==> src/rtl/spi_ram_master.sv <==
// spi_ram_master: parallel-command SPI master for the single-port-RAM SPI slave (shared clk).
// Optional build macro SPI_RAM_MASTER_SEQ_CHK_EN adds command-sequence checking on seq_err.
module spi_ram_master #(
    parameter int unsigned TURNAROUND = 2,
    parameter int unsigned CNT_W      = 4
) (
    input  logic       clk,
    input  logic       rst_n,
    input  logic       start,
    input  logic [1:0] cmd,
    input  logic [7:0] wdata,
    output logic       ready,
    output logic       done,
    output logic [7:0] rdata,
`ifdef SPI_RAM_MASTER_SEQ_CHK_EN
    output logic       seq_err,
`endif
    output logic       SS_n,
    output logic       MOSI,
    input  logic       MISO
);

    localparam logic [2:0] IDLE  = 3'd0;
    localparam logic [2:0] SEL   = 3'd1;
    localparam logic [2:0] SHIFT = 3'd2;
    localparam logic [2:0] TURN  = 3'd3;
    localparam logic [2:0] RECV  = 3'd4;
    localparam logic [2:0] END   = 3'd5;

    logic [2:0]       state;
    logic [CNT_W-1:0] cnt;
    logic [1:0]       cmd_q;
    logic [9:0]       sr;
    logic [6:0]       rx_sr;
    logic             accept;

`ifdef SPI_RAM_MASTER_SEQ_CHK_EN
    logic [1:0] last_cmd;
    logic       seq_ok;

    // wr-data must follow an address or data write; rd-data must follow a read address
    always_comb begin
        seq_ok = 1'b1;
        if (cmd == 2'b01)
            seq_ok = (last_cmd == 2'b00) || (last_cmd == 2'b01);
        else if (cmd == 2'b11)
            seq_ok = (last_cmd == 2'b10);
    end

    assign accept = start && (state == IDLE) && seq_ok;

    always_ff @(posedge clk or negedge rst_n) begin
        if (!rst_n) begin
            last_cmd <= 2'b11;
            seq_err  <= 1'b0;
        end else begin
            seq_err <= start && (state == IDLE) && !seq_ok;
            if (state == END)
                last_cmd <= cmd_q;
        end
    end
`else
    assign accept = start && (state == IDLE);
`endif

    always_ff @(posedge clk or negedge rst_n) begin
        if (!rst_n) begin
            state <= IDLE;
            cnt   <= '0;
            cmd_q <= '0;
            sr    <= '0;
            rx_sr <= '0;
            rdata <= '0;
        end else begin
            case (state)
                IDLE: begin
                    if (accept) begin
                        cmd_q <= cmd;
                        sr    <= {cmd, wdata};
                        cnt   <= '0;
                        state <= SEL;
                    end
                end
                SEL: state <= SHIFT;
                SHIFT: begin
                    sr <= {sr[8:0], 1'b0};
                    if (cnt == CNT_W'(9)) begin
                        cnt   <= '0;
                        state <= (cmd_q == 2'b11) ? TURN : END;
                    end else begin
                        cnt <= cnt + CNT_W'(1);
                    end
                end
                TURN: begin
                    if (cnt == CNT_W'(TURNAROUND - 1)) begin
                        cnt   <= '0;
                        state <= RECV;
                    end else begin
                        cnt <= cnt + CNT_W'(1);
                    end
                end
                RECV: begin
                    rx_sr <= {rx_sr[5:0], MISO};
                    // last bit goes straight into rdata so it never holds a partial byte
                    if (cnt == CNT_W'(7)) begin
                        rdata <= {rx_sr, MISO};
                        cnt   <= '0;
                        state <= END;
                    end else begin
                        cnt <= cnt + CNT_W'(1);
                    end
                end
                END:     state <= IDLE;
                default: state <= IDLE;
            endcase
        end
    end

    // SEL shows cmd[1] without shifting, so SHIFT starts again from the register MSB
    assign MOSI  = ((state == SEL) || (state == SHIFT)) ? sr[9] : 1'b0;
    assign SS_n  = !((state == SEL) || (state == SHIFT) || (state == TURN) || (state == RECV));
    assign ready = (state == IDLE);
    assign done  = (state == END);

endmodule

==> config.mk <==
export PLATFORM = sky130hd
export DESIGN_NAME = spi_ram_master
export DESIGN_NICKNAME = d
export VERILOG_FILES = /design/src/rtl/spi_ram_master.sv
export SDC_FILE = /design/constraint.sdc
export NUM_CORES = 1
export LEC_CHECK = 0
export ABC_AREA = 0
export BUFFER_PORTS_ARGS = -buffer_cell sky130_fd_sc_hd__buf_4
export CAP_MARGIN = 10
export CORE_UTILIZATION = 30
export CTS_CLUSTER_DIAMETER = 60
export CTS_CLUSTER_SIZE = 12
export DETAILED_ROUTE_END_ITERATION = 7
export PLACE_DENSITY = 0.54
export SLEW_MARGIN = 5
export SYNTH_ARGS = -nofsm -noshare
export SYNTH_HDL_FRONTEND = slang
export SYNTH_SLANG_ARGS = --single-unit
==> constraint.sdc <==
create_clock -name clk -period 2.7 [get_ports clk]
set_clock_uncertainty 0.1 [all_clocks]
set_input_delay 0.135 -clock clk [delete_from_list [all_inputs] [get_ports clk]]
set_output_delay 0.135 -clock clk [all_outputs]
set_load 0.005 [all_outputs]
==> results of run 1 <==
timing repair:
item / in CTS / in global routing
gates resized for setup: 0 / 0
hold buffers: 4 / 0
hold endpoints to repair: 37 / 0
synthesized netlist by cell type, types with 2 or more instances:
| cell | count | area [sq um] |
|---|---|---|
| nor3b_1 | 2 | 15.0 |
| and3_1 | 2 | 12.5 |
| ha_1 | 2 | 25.0 |
| nor2_1 | 5 | 18.8 |
| a21oi_1 | 2 | 10.0 |
| xnor2_1 | 2 | 17.5 |
| mux2_2 | 17 | 191 |
| o21ai_0 | 11 | 55.1 |
| nand3_1 | 2 | 10.0 |
| nor3_1 | 5 | 25.0 |
| buf_4 | 2 | 15.0 |
| buf_6 | 2 | 22.5 |
| buf_2 | 3 | 15.0 |
| dfrtp_1 | 34 | 851 |
| a221o_1 | 2 | 20.0 |
| mux2i_1 | 10 | 100 |
| inv_1 | 5 | 18.8 |
| nand2_1 | 10 | 37.5 |
through the flow:
step / std cells / util [%]
floorplan: 132 / -
global placement: 221 / 35.5
detailed placement: 221 / 35.5
CTS: 233 / 38.4
global route: 233 / 38.4
finish: 233 / 38.4
worst paths after layout:
kind	depth (start not counted)	endpoint	start	slack [ps]
min in group asynchronous	2	cnt[0]	rst_n	240
setup / recovery	4	rdata[1]	state[1]	730
hold reg to reg	2	sr[6]	sr[5]	390
max in group asynchronous	2	rx_sr[1]	rst_n	1950
hold / removal	2	rdata[0]	MISO	7
setup reg to reg	4	rdata[1]	state[1]	730
registers in the layout, summed over array words and instances (netlist names):
| name | cells |
|---|---|
| sr | 10 |
| rdata | 8 |
| rx_sr | 7 |
| cnt | 4 |
| state | 3 |
| cmd_q | 2 |
kinds of logic after synthesis:
logic type | synth area share (%)
AND/OR/NAND/NOR | 11.7
adder cells (fa/ha/maj) | 1.58
multiplexers | 18.4
XOR/XNOR | 1.66
buffers and inverters | 4.51
flip-flops | 53.8
AO/OA/AOI/OAI | 8.31
final cells by class:
type / count / area [sq um]
flip-flops and latches: 34 / 851
inverters: 5 / 18.8
clock buffers: 8 / 110
well taps: 70 / 87.6
multi-input cells: 86 / 659
fillers: 517 / 3150
repair buffers: 30 / 235
worst max-delay path, delay by kind of cell, from the launching register on:
kind	cells	cell delay [ps]
simple gates	2	640
flops	1	500
mux	1	390
buf+inv	1	210
power groups by stage:
stage	sequential [mW]	combinational (mW)	clock [mW]
CTS	0.848	0.708	0.446
global placement	0.845	0.681	0
global route	0.873	0.788	0.469
finish	0.847	0.699	0.431
detailed placement	0.857	0.701	0
floorplan	0.783	0.608	0
per-layer routing:
metal,GRT usage [%],part of all wire [%],up-vias
li1,-,-,518
met1,15.1,47,527
met5,0,0,-
met4,5.66,1.6,0
met3,2.71,3.3,5
met2,18.5,48,15
==> impl_metrics.json, run 1 <==
{
  "status": "finished clean",
  "netlist_instances": 132,
  "synth_warnings": 0,
  "finalPower_mw": 1.98,
  "rsz0062_at_grt": "false",
  "viasPerCell": 4.57,
  "ys_seq_area_share_pct": 53.8,
  "synth-edff-count": 0,
  "die_area_sq_mm": 0.00557,
  "synth_flop_cell": "dfrtp_1",
  "p_seq_share_pct": 42.8,
  "fin_crit_ps": 1970,
  "ys_seq_elements": 34,
  "cts-root-buf": "clkbuf_8",
  "grt_max_degree": 35,
  "syn_area_sq_mm": 0.00158,
  "core_sq_mm": 0.00511,
  "power_frac_clock_pct": 21.8,
  "hpwlAfterDp_um": 2060,
  "slew_headroom_pct": 55.0,
  "drt_wl_total_um": 2920,
  "crit_required_ps": 2760,
  "switchingPower_uw": 667,
  "wl_per_cell_um": 12.5,
  "synthToLayoutAreaGrowth_pct": 24.1,
  "drcViolationCount": 0,
  "nets": 178,
  "clock_latency_ps": 270,
  "syn-num-nets": 148,
  "p_int_mw": 1.31,
  "gp_congestion": 0.674,
  "cts_tree": "built",
  "die_height_um": 74.6,
  "swShare_pct": 33.7,
  "fin_area_sq_mm": 0.00196,
  "die-width_um": 74.6,
  "worstMarginPinSlew_ps": 675,
  "syn_avg_cell_area_sq_um": 12.0,
  "htree_levels": 2,
  "cts_buffers": 5,
  "min_period_over_period_pct": 72.9,
  "critPathKind": "reg2reg",
  "powerDensity_mw_per_mm2": 1010,
  "grt_antenna_before_repair": 0,
  "layout_common_cells": "dfrtp_1 (34), buf_4 (26), mux2_2 (17)",
  "first_global_vias": 1076,
  "hold_violations": 0,
  "end_kind": "flop",
  "grt_pass1_wl_um": 4930,
  "drt_iter0_markers": 58,
  "vias": 1065,
  "timing.final.max_slew_violations": 0,
  "arrival_ps": 2030,
  "crit_slowest_cell": "dfrtp_1",
  "clkTransAtPathRegs_ps": 70,
  "initial_core_util_pct": 31.0,
  "io_buffers": 25,
  "final_layout_size_suffix_gt1_share_pct": 34.4,
  "final_common_cell": "dfrtp_1",
  "leakage_nw": 0.911,
  "max_freq_mhz": 508,
  "tns_ps": 0,
  "dr.pass1.iters": 4,
  "grt_use_total_pct": 11.7,
  "antennaDiodeCount": 0,
  "async_flop_share_pct": 100,
  "rows": 26,
  "ir_drop_mv": 0.330,
  "clock_sinks": 34,
  "start_kind": "flop",
  "yosysUniqueCellTypes": 32,
  "hp-class": "in2reg",
  "crit_chain": "nor3b_2, buf_4, nor3b_4, mux2_2",
  "cts.path.max_buffers": 2,
  "overflow": 0,
  "whs_ps": 7.35,
  "setup_ws_ps": 731,
  "dpl_worst_slack_ps": 709,
  "post-cts-setup-buffer-count": 0,
  "drv_cap": 0,
  "ant_nets": 0,
  "cp_max_fo": 11,
  "io_pins": 26,
  "place_area_sq_mm": 0.00181,
  "critPathMaxStageDelay_ps": 500,
  "finalSetupViolCount": 0,
  "comb_power_share_pct": 35.4
}
(Power assumes the default switching activity.)
==> inputs of run 2 (changes only) <==
--- a/config.mk
+++ b/config.mk
@@ -12,7 +12,7 @@
 export CTS_CLUSTER_DIAMETER = 60
 export CTS_CLUSTER_SIZE = 12
 export DETAILED_ROUTE_END_ITERATION = 7
-export PLACE_DENSITY = 0.54
+export PLACE_DENSITY = 0.56
 export SLEW_MARGIN = 5
 export SYNTH_ARGS = -nofsm -noshare
 export SYNTH_HDL_FRONTEND = slang
==> constraint.sdc (replaced) <==
create_clock -name clk -period 1.7 [get_ports clk]
set_clock_uncertainty 0.1 [all_clocks]
set_input_delay 0.085 -clock clk [delete_from_list [all_inputs] [get_ports clk]]
set_output_delay 0.085 -clock clk [all_outputs]
set_load 0.005 [all_outputs]
==> impl_metrics.json, run 2 (same netlist as run 1, synthesis figures left out) <==
{
  "io_buffers": 25,
  "drcViolationCount": 0,
  "die_area_sq_mm": 0.00557,
  "synthToLayoutAreaGrowth_pct": 31.6,
  "end_kind": "flop",
  "die-width_um": 74.6,
  "powerDensity_mw_per_mm2": 1580,
  "die_height_um": 74.6,
  "reg.largest.list": "sr x10, rdata x8, rx_sr x7",
  "rows": 26,
  "crit_slowest_cell": "dfrtp_1",
  "overflow": 0,
  "largest-register": "sr",
  "power_frac_clock_pct": 17.4,
  "ir_drop_mv": 0.468,
  "htree_levels": 2,
  "max_freq_mhz": 612,
  "dpl_worst_slack_ps": 33.4,
  "cts-root-buf": "clkbuf_8",
  "clock_sinks": 34,
  "gp_congestion": 0.714,
  "antennaDiodeCount": 0,
  "critPathKind": "reg2reg",
  "hpwlAfterDp_um": 2110,
  "crit_required_ps": 1760,
  "first_global_vias": 1055,
  "viasPerCell": 4.56,
  "grt_pass1_wl_um": 4760,
  "hp-class": "in2reg",
  "place_area_sq_mm": 0.00189,
  "core_sq_mm": 0.00511,
  "drt_wl_total_um": 2990,
  "finalSetupViolCount": 0,
  "swShare_pct": 34.1,
  "layout_common_cells": "dfrtp_1 (32), buf_4 (31), mux2_2 (17)",
  "grt_use_total_pct": 11.7,
  "setup_ws_ps": 64.7,
  "finalPower_mw": 3.29,
  "worstMarginPinSlew_ps": 421,
  "switchingPower_mw": 1.12,
  "cts_buffers": 5,
  "critPathMaxStageDelay_ps": 410,
  "cts_tree": "built",
  "cp_max_fo": 8,
  "grt_antenna_before_repair": 0,
  "fin_crit_ps": 1640,
  "leakage_nw": 0.972,
  "status": "finished clean",
  "comb_power_share_pct": 41.9,
  "hold_violations": 0,
  "crit_chain": "ha_2, nand2_4, nor3b_4, buf_12, mux2_2",
  "min_period_over_period_pct": 96.2,
  "clkTransAtPathRegs_ps": 60,
  "nets": 188,
  "slew_headroom_pct": 71.9,
  "largest_reg_flops": 10,
  "rsz0062_at_grt": "true",
  "cts.path.max_buffers": 2,
  "fin_area_sq_mm": 0.00208,
  "timing.final.max_slew_violations": 0,
  "start_kind": "flop",
  "grt_max_degree": 35,
  "vias": 1098,
  "ant_nets": 0,
  "arrival_ps": 1700,
  "drv_cap": 0,
  "wl_per_cell_um": 12.4,
  "final_common_cell": "dfrtp_1",
  "initial_core_util_pct": 31.0,
  "p_int_mw": 2.16,
  "clock_latency_ps": 280,
  "dr.pass1.iters": 4,
  "drt_iter0_markers": 55,
  "io_pins": 26,
  "final_layout_size_suffix_gt1_share_pct": 40.4,
  "p_seq_share_pct": 40.7
}
[run 2: layout make-up]
cell class,count,area [sq um]
Clock buffer,6,82.6
Timing Repair Buffer,40,359
Fill cell,505,3030
Tap cell,70,87.6
Sequential cell,34,853
Multi-Input combinational cell,86,681
Inverter,5,18.8
[run 2: per-stage QoR]
stage	hold slack (ps)	util [%]	cells	TNS (ps)
2_1_floorplan	-311	-	132	0
3_3_place_gp	-50.3	37.0	228	0
3_5_place_dp	-41.7	37.0	228	0
4_1_cts	2.01	39.6	239	0
5_1_grt	29.4	40.8	241	-9.88
6_report	1.61	40.8	241	0
[run 2: final timing paths]
kind | startpoint | to | slack (ps) | cells after the start
worst max-delay path | cnt[0] | rdata[7] | 60 | 5
worst min-delay path | wdata[1] | sr[1] | 2 | 3
worst max register to register | cnt[0] | rdata[7] | 60 | 5
worst min register to register | sr[4] | sr[5] | 380 | 2
min in group asynchronous | rst_n | state[0] | 190 | 2
max in group asynchronous | rst_n | state[1] | 990 | 2
[run 2: metal layers]
metal,part of all wire (%),GRT usage [%],up-vias
li1,-,-,534
met1,45,14.3,537
met2,49,18.3,20
met3,3.6,3.12,7
met4,2.5,7.55,0
met5,0,0,-
[run 2: critical path: cells and delay by family, from the launching register on]
family | cells | cell delay [ps]
AND/OR/NAND/NOR | 2 | 300
buffers and inverters | 1 | 150
flip-flops | 1 | 410
multiplexers | 1 | 330
adder cells (fa/ha/maj) | 1 | 230
[run 2: timing repair]
action | 4_1_cts | 5_1_grt
setup buffers | 0 | 1
hold endpoints to repair | 41 | 0
endpoints found under the setup margin | 0 | 19
resized for setup | 0 | 10
hold buffers | 5 | 0
[run 2: power by group through the flow]
| stage | Sequential, mW | Clock, mW | Combinational, mW |
|---|---|---|---|
| floorplan | 1.24 | 0 | 0.965 |
| global placement | 1.31 | 0 | 1.24 |
| detailed placement | 1.34 | 0 | 1.27 |
| CTS | 1.32 | 0.597 | 1.28 |
| global route | 1.38 | 0.614 | 1.54 |
| finish | 1.34 | 0.573 | 1.38 |
